File: src/rtl/lcd_pattern_pkg.sv
// Shared types and constants for the LCD test-pattern generator.
// The optional animation feature is controlled by the PATTERN_ANIM_EN macro
// (see lcd_pattern_gen.sv); nothing in this package depends on it.
package lcd_pattern_pkg;

  typedef enum logic [1:0] {
    MODE_SOLID    = 2'd0,
    MODE_CHECKER  = 2'd1,
    MODE_SPLIT    = 2'd2,
    MODE_GRADIENT = 2'd3
  } mode_e;

  localparam logic [1:0] OP_MODE  = 2'b00;
  localparam logic [1:0] OP_FG    = 2'b01;
  localparam logic [1:0] OP_BG    = 2'b10;
  localparam logic [1:0] OP_CHECK = 2'b11;

  typedef enum logic [2:0] {
    ST_IDLE  = 3'd0,
    ST_FG_HI = 3'd1,
    ST_FG_LO = 3'd2,
    ST_BG_HI = 3'd3,
    ST_BG_LO = 3'd4
  } cmd_state_e;

  localparam logic [15:0] DEFAULT_FG   = 16'h07E0;
  localparam logic [15:0] DEFAULT_BG   = 16'hF800;
  localparam logic [2:0]  DEFAULT_K    = 3'd3;
  localparam mode_e       DEFAULT_MODE = MODE_CHECKER;

  // The checker bit index saturates at 7 so it always addresses an 8-bit coordinate.
  function automatic logic [2:0] clampK(input logic [5:0] v);
    return (v > 6'd7) ? 3'd7 : v[2:0];
  endfunction

endpackage

File: src/rtl/lcd_pattern_gen_cmd.sv
// Command decoder for the pattern generator: turns UART bytes into the
// mode, foreground/background colours and checker bit used by the pixel path.
// Colours arrive as two bytes; the high byte is held in a shadow register so a
// half-received colour never reaches fg/bg.
module lcd_cmd_decoder
  import lcd_pattern_pkg::*;
(
  input  logic        clk,
  input  logic        rst,
  input  logic        cmdValid_i,
  input  logic [7:0]  cmdData_i,
  output mode_e       mode_o,
  output logic [15:0] fg_o,
  output logic [15:0] bg_o,
  output logic [2:0]  k_o
);

  cmd_state_e  state_q;
  logic [7:0]  shadow_q;
  logic [15:0] fg_q;
  logic [15:0] bg_q;
  mode_e       mode_q;
  logic [2:0]  k_q;

  // One byte per strobe; reset drops any pending shadow byte and restores defaults.
  always_ff @(posedge clk) begin
    if (rst) begin
      state_q  <= ST_IDLE;
      shadow_q <= 8'h00;
      fg_q     <= DEFAULT_FG;
      bg_q     <= DEFAULT_BG;
      mode_q   <= DEFAULT_MODE;
      k_q      <= DEFAULT_K;
    end else if (cmdValid_i) begin
      case (state_q)
        ST_IDLE: begin
          case (cmdData_i[7:6])
            OP_MODE:  mode_q  <= mode_e'(cmdData_i[1:0]);
            OP_FG:    state_q <= ST_FG_HI;
            OP_BG:    state_q <= ST_BG_HI;
            default:  k_q     <= clampK(cmdData_i[5:0]);
          endcase
        end
        ST_FG_HI: begin
          shadow_q <= cmdData_i;
          state_q  <= ST_FG_LO;
        end
        ST_FG_LO: begin
          fg_q    <= {shadow_q, cmdData_i};
          state_q <= ST_IDLE;
        end
        ST_BG_HI: begin
          shadow_q <= cmdData_i;
          state_q  <= ST_BG_LO;
        end
        ST_BG_LO: begin
          bg_q    <= {shadow_q, cmdData_i};
          state_q <= ST_IDLE;
        end
        default: state_q <= ST_IDLE;
      endcase
    end
  end

  assign mode_o = mode_q;
  assign fg_o   = fg_q;
  assign bg_o   = bg_q;
  assign k_o    = k_q;

endmodule

File: src/rtl/lcd_pattern_gen.sv
// LCD test-pattern generator top: answers pixel colour requests one cycle
// later from the current pattern settings held by lcd_cmd_decoder.
// Macro PATTERN_ANIM_EN enables a free-running tick counter that advances the
// gradient phase; without it phase is constant zero.
module lcd_pattern_gen
  import lcd_pattern_pkg::*;
#(
  parameter int H_RES     = 160,
  parameter int V_RES     = 128,
  parameter int X_W       = 8,
  parameter int Y_W       = 7,
  parameter int TICK_LOG2 = 18,
  parameter int PHASE_MAX = 150
) (
  input  logic           clk,
  input  logic           rst,
  input  logic           cmd_valid,
  input  logic [7:0]     cmd_data,
  input  logic           px_req,
  input  logic [X_W-1:0] px_x,
  input  logic [Y_W-1:0] px_y,
  output logic           px_valid,
  output logic [15:0]    px_color,
  output logic [1:0]     mode,
  output logic [7:0]     phase,
  output logic           x_edge,
  output logic           y_edge
);

  localparam int XY_W = (X_W > Y_W) ? X_W : Y_W;
  localparam int CW   = (XY_W > 8) ? XY_W : 8;

  mode_e       curMode;
  logic [15:0] fg;
  logic [15:0] bg;
  logic [2:0]  k;

  lcd_cmd_decoder uCmd (
    .clk        (clk),
    .rst        (rst),
    .cmdValid_i (cmd_valid),
    .cmdData_i  (cmd_data),
    .mode_o     (curMode),
    .fg_o       (fg),
    .bg_o       (bg),
    .k_o        (k)
  );

  assign mode = curMode;

`ifdef PATTERN_ANIM_EN
  logic [TICK_LOG2-1:0] tick_q;
  logic [7:0]           phase_q;

  // Phase steps once per tick-counter wrap and wraps after PHASE_MAX.
  always_ff @(posedge clk) begin
    if (rst) begin
      tick_q  <= '0;
      phase_q <= 8'd0;
    end else begin
      tick_q <= tick_q + 1'b1;
      if (&tick_q) begin
        phase_q <= (phase_q == 8'(PHASE_MAX)) ? 8'd0 : phase_q + 8'd1;
      end
    end
  end

  assign phase = phase_q;
`else
  assign phase = 8'd0;
`endif

  logic [CW-1:0] xExt;
  logic [CW-1:0] yExt;
  logic [5:0]    gradT;
  logic [15:0]   color_d;
  logic          xEdge_d;
  logic          yEdge_d;

  // Colour and edge flags for the current request, using the settings as they stand before this edge.
  always_comb begin
    xExt    = CW'(px_x);
    yExt    = CW'(px_y);
    gradT   = 6'(px_x >> 1) - phase[5:0];
    xEdge_d = int'(px_x) > (H_RES - 2);
    yEdge_d = int'(px_y) > (V_RES - 58);
    color_d = 16'h0000;
    if (int'(px_x) < H_RES && int'(px_y) < V_RES) begin
      case (curMode)
        MODE_SOLID:    color_d = fg;
        MODE_CHECKER:  color_d = (xExt[k] ^ yExt[k]) ? fg : bg;
        MODE_SPLIT:    color_d = (int'(px_x) > (H_RES / 2)) ? fg : bg;
        default:       color_d = {px_x[X_W-1 -: 5], gradT, gradT[4:0]};
      endcase
    end
  end

  logic        valid_q;
  logic [15:0] color_q;
  logic        xEdge_q;
  logic        yEdge_q;

  // Register the response; colour and edge flags hold until the next request.
  always_ff @(posedge clk) begin
    if (rst) begin
      valid_q <= 1'b0;
      color_q <= 16'h0000;
      xEdge_q <= 1'b0;
      yEdge_q <= 1'b0;
    end else begin
      valid_q <= px_req;
      if (px_req) begin
        color_q <= color_d;
        xEdge_q <= xEdge_d;
        yEdge_q <= yEdge_d;
      end
    end
  end

  assign px_valid = valid_q;
  assign px_color = color_q;
  assign x_edge   = xEdge_q;
  assign y_edge   = yEdge_q;

endmodule
File: config.mk
export PLATFORM = sky130hd
export DESIGN_NAME = lcd_pattern_gen
export DESIGN_NICKNAME = d
export VERILOG_FILES = /design/src/rtl/lcd_pattern_pkg.sv /design/src/rtl/lcd_pattern_gen_cmd.sv /design/src/rtl/lcd_pattern_gen.sv
export SDC_FILE = /design/constraint.sdc
export NUM_CORES = 1
export LEC_CHECK = 0
export CORE_MARGIN = 3
export CORE_UTILIZATION = 57
export DETAILED_ROUTE_END_ITERATION = 10
export DONT_BUFFER_PORTS = 1
export PLACE_DENSITY = 0.75
export SYNTH_ARGS = -nofsm -noshare
export SYNTH_HDL_FRONTEND = slang
export SYNTH_SLANG_ARGS = --single-unit
File: constraint.sdc
create_clock -name clk -period 2.1 [get_ports clk]
set_input_delay 0.21 -clock clk [delete_from_list [all_inputs] [get_ports clk]]
set_output_delay 0.21 -clock clk [all_outputs]
set_load 0.01 [all_outputs]
==> results of run 1 <==
-- through the flow --
step / std cells / total power [mW]
after global routing: 487 / 2.92
after floorplan: 402 / 1.63
final: 487 / 2.80
after global placement: 459 / 1.67
after detailed placement: 459 / 1.67
after CTS: 482 / 2.77
-- Yosys cell counts (2+ instances only) --
cell / count
mux2i_1: 4
buf_4: 9
o21bai_1: 4
a2bb2oi_1: 2
buf_6: 2
clkbuf_1: 15
a22oi_1: 2
a221oi_1: 12
ha_1: 3
clkbuf_8: 3
a211oi_1: 4
o21a_1: 2
mux4_2: 3
nand3_1: 14
o21ai_0: 11
dfxtp_1: 67
o21ai_1: 5
a21oi_2: 2
a21oi_1: 42
nand3b_1: 12
nand2_1: 104
o22ai_1: 2
nor2_1: 13
a221o_1: 6
nor3_1: 8
and2_1: 2
nor3_2: 2
inv_1: 5
and3_1: 2
a31oi_1: 6
-- metal layers --
metal | up-vias | GRT usage [%]
met5 | - | 0
met1 | 1413 | 36.9
li1 | 1430 | -
met3 | 11 | 8.22
met2 | 139 | 37.9
met4 | 0 | 9.14
-- state kept, by name (all words and copies together), names as in the netlist --
| signal | count |
|---|---|
| uCmd.state_q | 3 |
| uCmd.shadow_q | 8 |
| y_edge | 1 |
| uCmd.mode_o | 2 |
| uCmd.bg_o | 16 |
| px_color | 16 |
| uCmd.k_o | 3 |
| x_edge | 1 |
| px_valid | 1 |
| uCmd.fg_o | 16 |
-- layout by cell type, fill, tap and decap left out, drive strengths merged, types with 6 or more instances in the layout --
master	instances
a21oi	44
a221o	6
a221oi	12
a31oi	7
buf	20
clkbuf	10
conb	8
dfxtp	67
dlygate4sd3	9
nand2	105
nand3	14
nand3b	12
nor2	14
nor3	10
o21ai	17
-- final timing paths --
kind / start / endpoint / slack [ns] / depth (start not counted)
hold / removal: cmd_data[5] / uCmd.shadow_q[5] / 0.01 / 2
setup reg to reg: uCmd.k_o[0] / px_color[6] / -0.04 / 7
hold reg to reg: uCmd.fg_o[2] / uCmd.fg_o[2] / 0.46 / 2
setup / recovery: uCmd.k_o[0] / px_color[6] / -0.04 / 7
-- final cells by class --
class	count	area [sq um]
Sequential cell	67	1350
Inverter	6	22.5
Tap cell	70	87.6
Timing Repair Buffer	29	264
Clock inverter	5	53.8
Clock buffer	10	138
Fill cell	437	1550
Multi-Input combinational cell	300	1840
-- worst max-delay path, delay by kind of cell (launching register included) --
family	cells	cell delay (ns)
compound gates	4	0.71
xor+xnor	1	0.23
buf+inv	1	0.12
flops	1	0.38
mux	1	0.57
-- cells by family after synthesis --
family                   synth area share [%]
AND/OR/NAND/NOR                          22.8
XOR/XNOR                                 1.11
buffers and inverters                    6.44
other                                   0.115
AO/OA/AOI/OAI                            23.9
adder cells (fa/ha/maj)                  1.15
multiplexers                             3.30
flip-flops                               41.1
-- power by group through the flow --
stage	clock network, mW	logic (mW)	registers [mW]
floorplan	0	0.262	1.37
global placement	0	0.285	1.38
detailed placement	0	0.290	1.38
CTS	1.08	0.335	1.35
global route	1.15	0.409	1.36
finish	1.07	0.375	1.35
-- repair_timing --
item / in CTS / in global routing
endpoints found under the setup margin: 16 / 15
pin swaps: 1 / 11
gates resized for setup: 5 / 17
hold buffers: 8 / 2
buffers inserted: 0 / 3
endpoints found under the hold margin: 64 / 2
==> flow_summary_export.csv, run 1 <==
group,metric,value,unit
outcome,outcome,"finished, violations left",
outcome,failed_checks,"negative setup slack",
die,num_rows,26,
pwr,ir_drop,0.000605,V
synth,netlist_area,0.00326,sq mm
synth,synthTopCellsByArea,"dfxtp_1 41%, nand2_1 12%, a21oi_1 6.4%",
die,die_area,0.00667,sq mm
setup_path,required,2.32,ns
detailed_routing,dr_wl_met3,798,microns
detailed_routing,detail-route-antenna-nets,0,
sta,hold_slack,0.0101,ns
finish,final_cell_area,0.00375,sq mm
clock_tree,cts_buffers,9,
sta,fmax,467,MHz
sta,slew_violations,0,
clock_tree,clock_path_buffers,2,
die,die_h,81.6,microns
setup_path,cp-start-kind,"flip-flop",
die,coreArea,0.00530,sq mm
global_routing,grt_pass1_vias,2601,
placed_design,port_buffers,0,
sta,setup_ws,-0.0426,ns
clock_tree,clock_latency,0.34,ns
sta,rsz0062_at_grt,"true",
finish,nNetsFinal,443,
synth,synthFlopType,"dfxtp_1",
pwr,switching_power,0.754,mW
synth,synth_edf_count,0,
placed_design,dpl_cell_area,0.00332,sq mm
clock_tree,clk_pin_slew_worst_paths,0.07,ns
die,die_w,81.6,microns
die,initial_core_util,61.5,%
synth,ys_ff_latch,67,
placed_design,place_ws,-0.168,ns
pwr,p_clk_share,38.2,%
die,pin_count,56,
detailed_routing,dr.pass1.iters,5,
synth,yosys.area.top_type_share,41.1,%
global_routing,antenna_found_initial,0,
clock_tree,cts_tree,"done",
placed_design,gp_congestion,0.899,
clock_tree,clock_tree.root_cell,"clkbuf_8",
setup_path,cp_slowest_stage_delay,0.57,ns
detailed_routing,drc,0,
setup_path,arrival,2.36,ns
setup_path,crit_path_cell_trace,"mux4_2 > xor2_4 > buf_6 > a22oi_2 > o21ai_2 > a221oi_2 > a211oi_1",
detailed_routing,topRoutingLayerUsed,"met4",
sta,finalHoldViolations,0,
global_routing,grt_usage,26.2,%
pwr,seq_power_share,48.4,%
flow_run,maxCapViolCount,0,
placed_design,detailed_place_hpwl,5790,microns
finish,post-route-util,70.8,%
sta,slew_headroom,57.1,%
detailed_routing,wl_per_cell,17.4,microns
pwr,intPower,2.04,mW
synth,synth.largest_area_cell,"dfxtp_1",
sta,worst_slew_pin_slew,0.643,ns
synth,ys_seq_area_share,41.1,%
detailed_routing,route.met2.wl,3660,microns
sta,finalClockSkew,0.00703,ns
pwr,combPwrFrac,13.4,%
sta,finalCritPeriodShare,102,%
synth,yosys_warnings,0,
setup_path,crit_type,"reg2reg",
pwr,p_leak,1.39,nW
global_routing,grt_overflow,0,
synth,synth_area_per_cell,8.26,sq um
detailed_routing,vias,2993,
setup_path,slowest_stage,"mux4_2",
setup_path,cp-end-kind,"flip-flop",
detailed_routing,drt-initial-drc-count,291,
sta,setup_tns,-0.0748,ns
sta,min_period,2.14,ns
synth,syn_inst,395,
worst_hold_path,hp-class,"in2reg",
sta,setup-violations-final,5,
detailed_routing,met1Wirelength,3880,microns
detailed_routing,viasPerCell,6.15,
global_routing,grt_max_degree,65,
global_routing,grt_pass1_wl,13100,microns
synth,synthArstFlopShare,0,%
clock_tree,htreeDepth,3,
setup_path,crit_path_max_fanout,5,
pwr,powerDensity,745,mW/mm^2
detailed_routing,routed_wl,8460,microns
pwr,swShare,27.0,%
clock_tree,cts_sinks,67,
finish,drive_gt1_share,16.5,%
finish,antenna_cells,0,
finish,area_delta_synth_final,15.1,%
synth,synth_cell_type_count,57,
No activity file was read; power rests on OpenSTA's default activity.
==> run 2, diff against run 1 <==
- CTS_CLUSTER_SIZE: not set -> 12
==> results of run 2 <==
The final DEF is identical to that of run 1; final timing and power are the same.
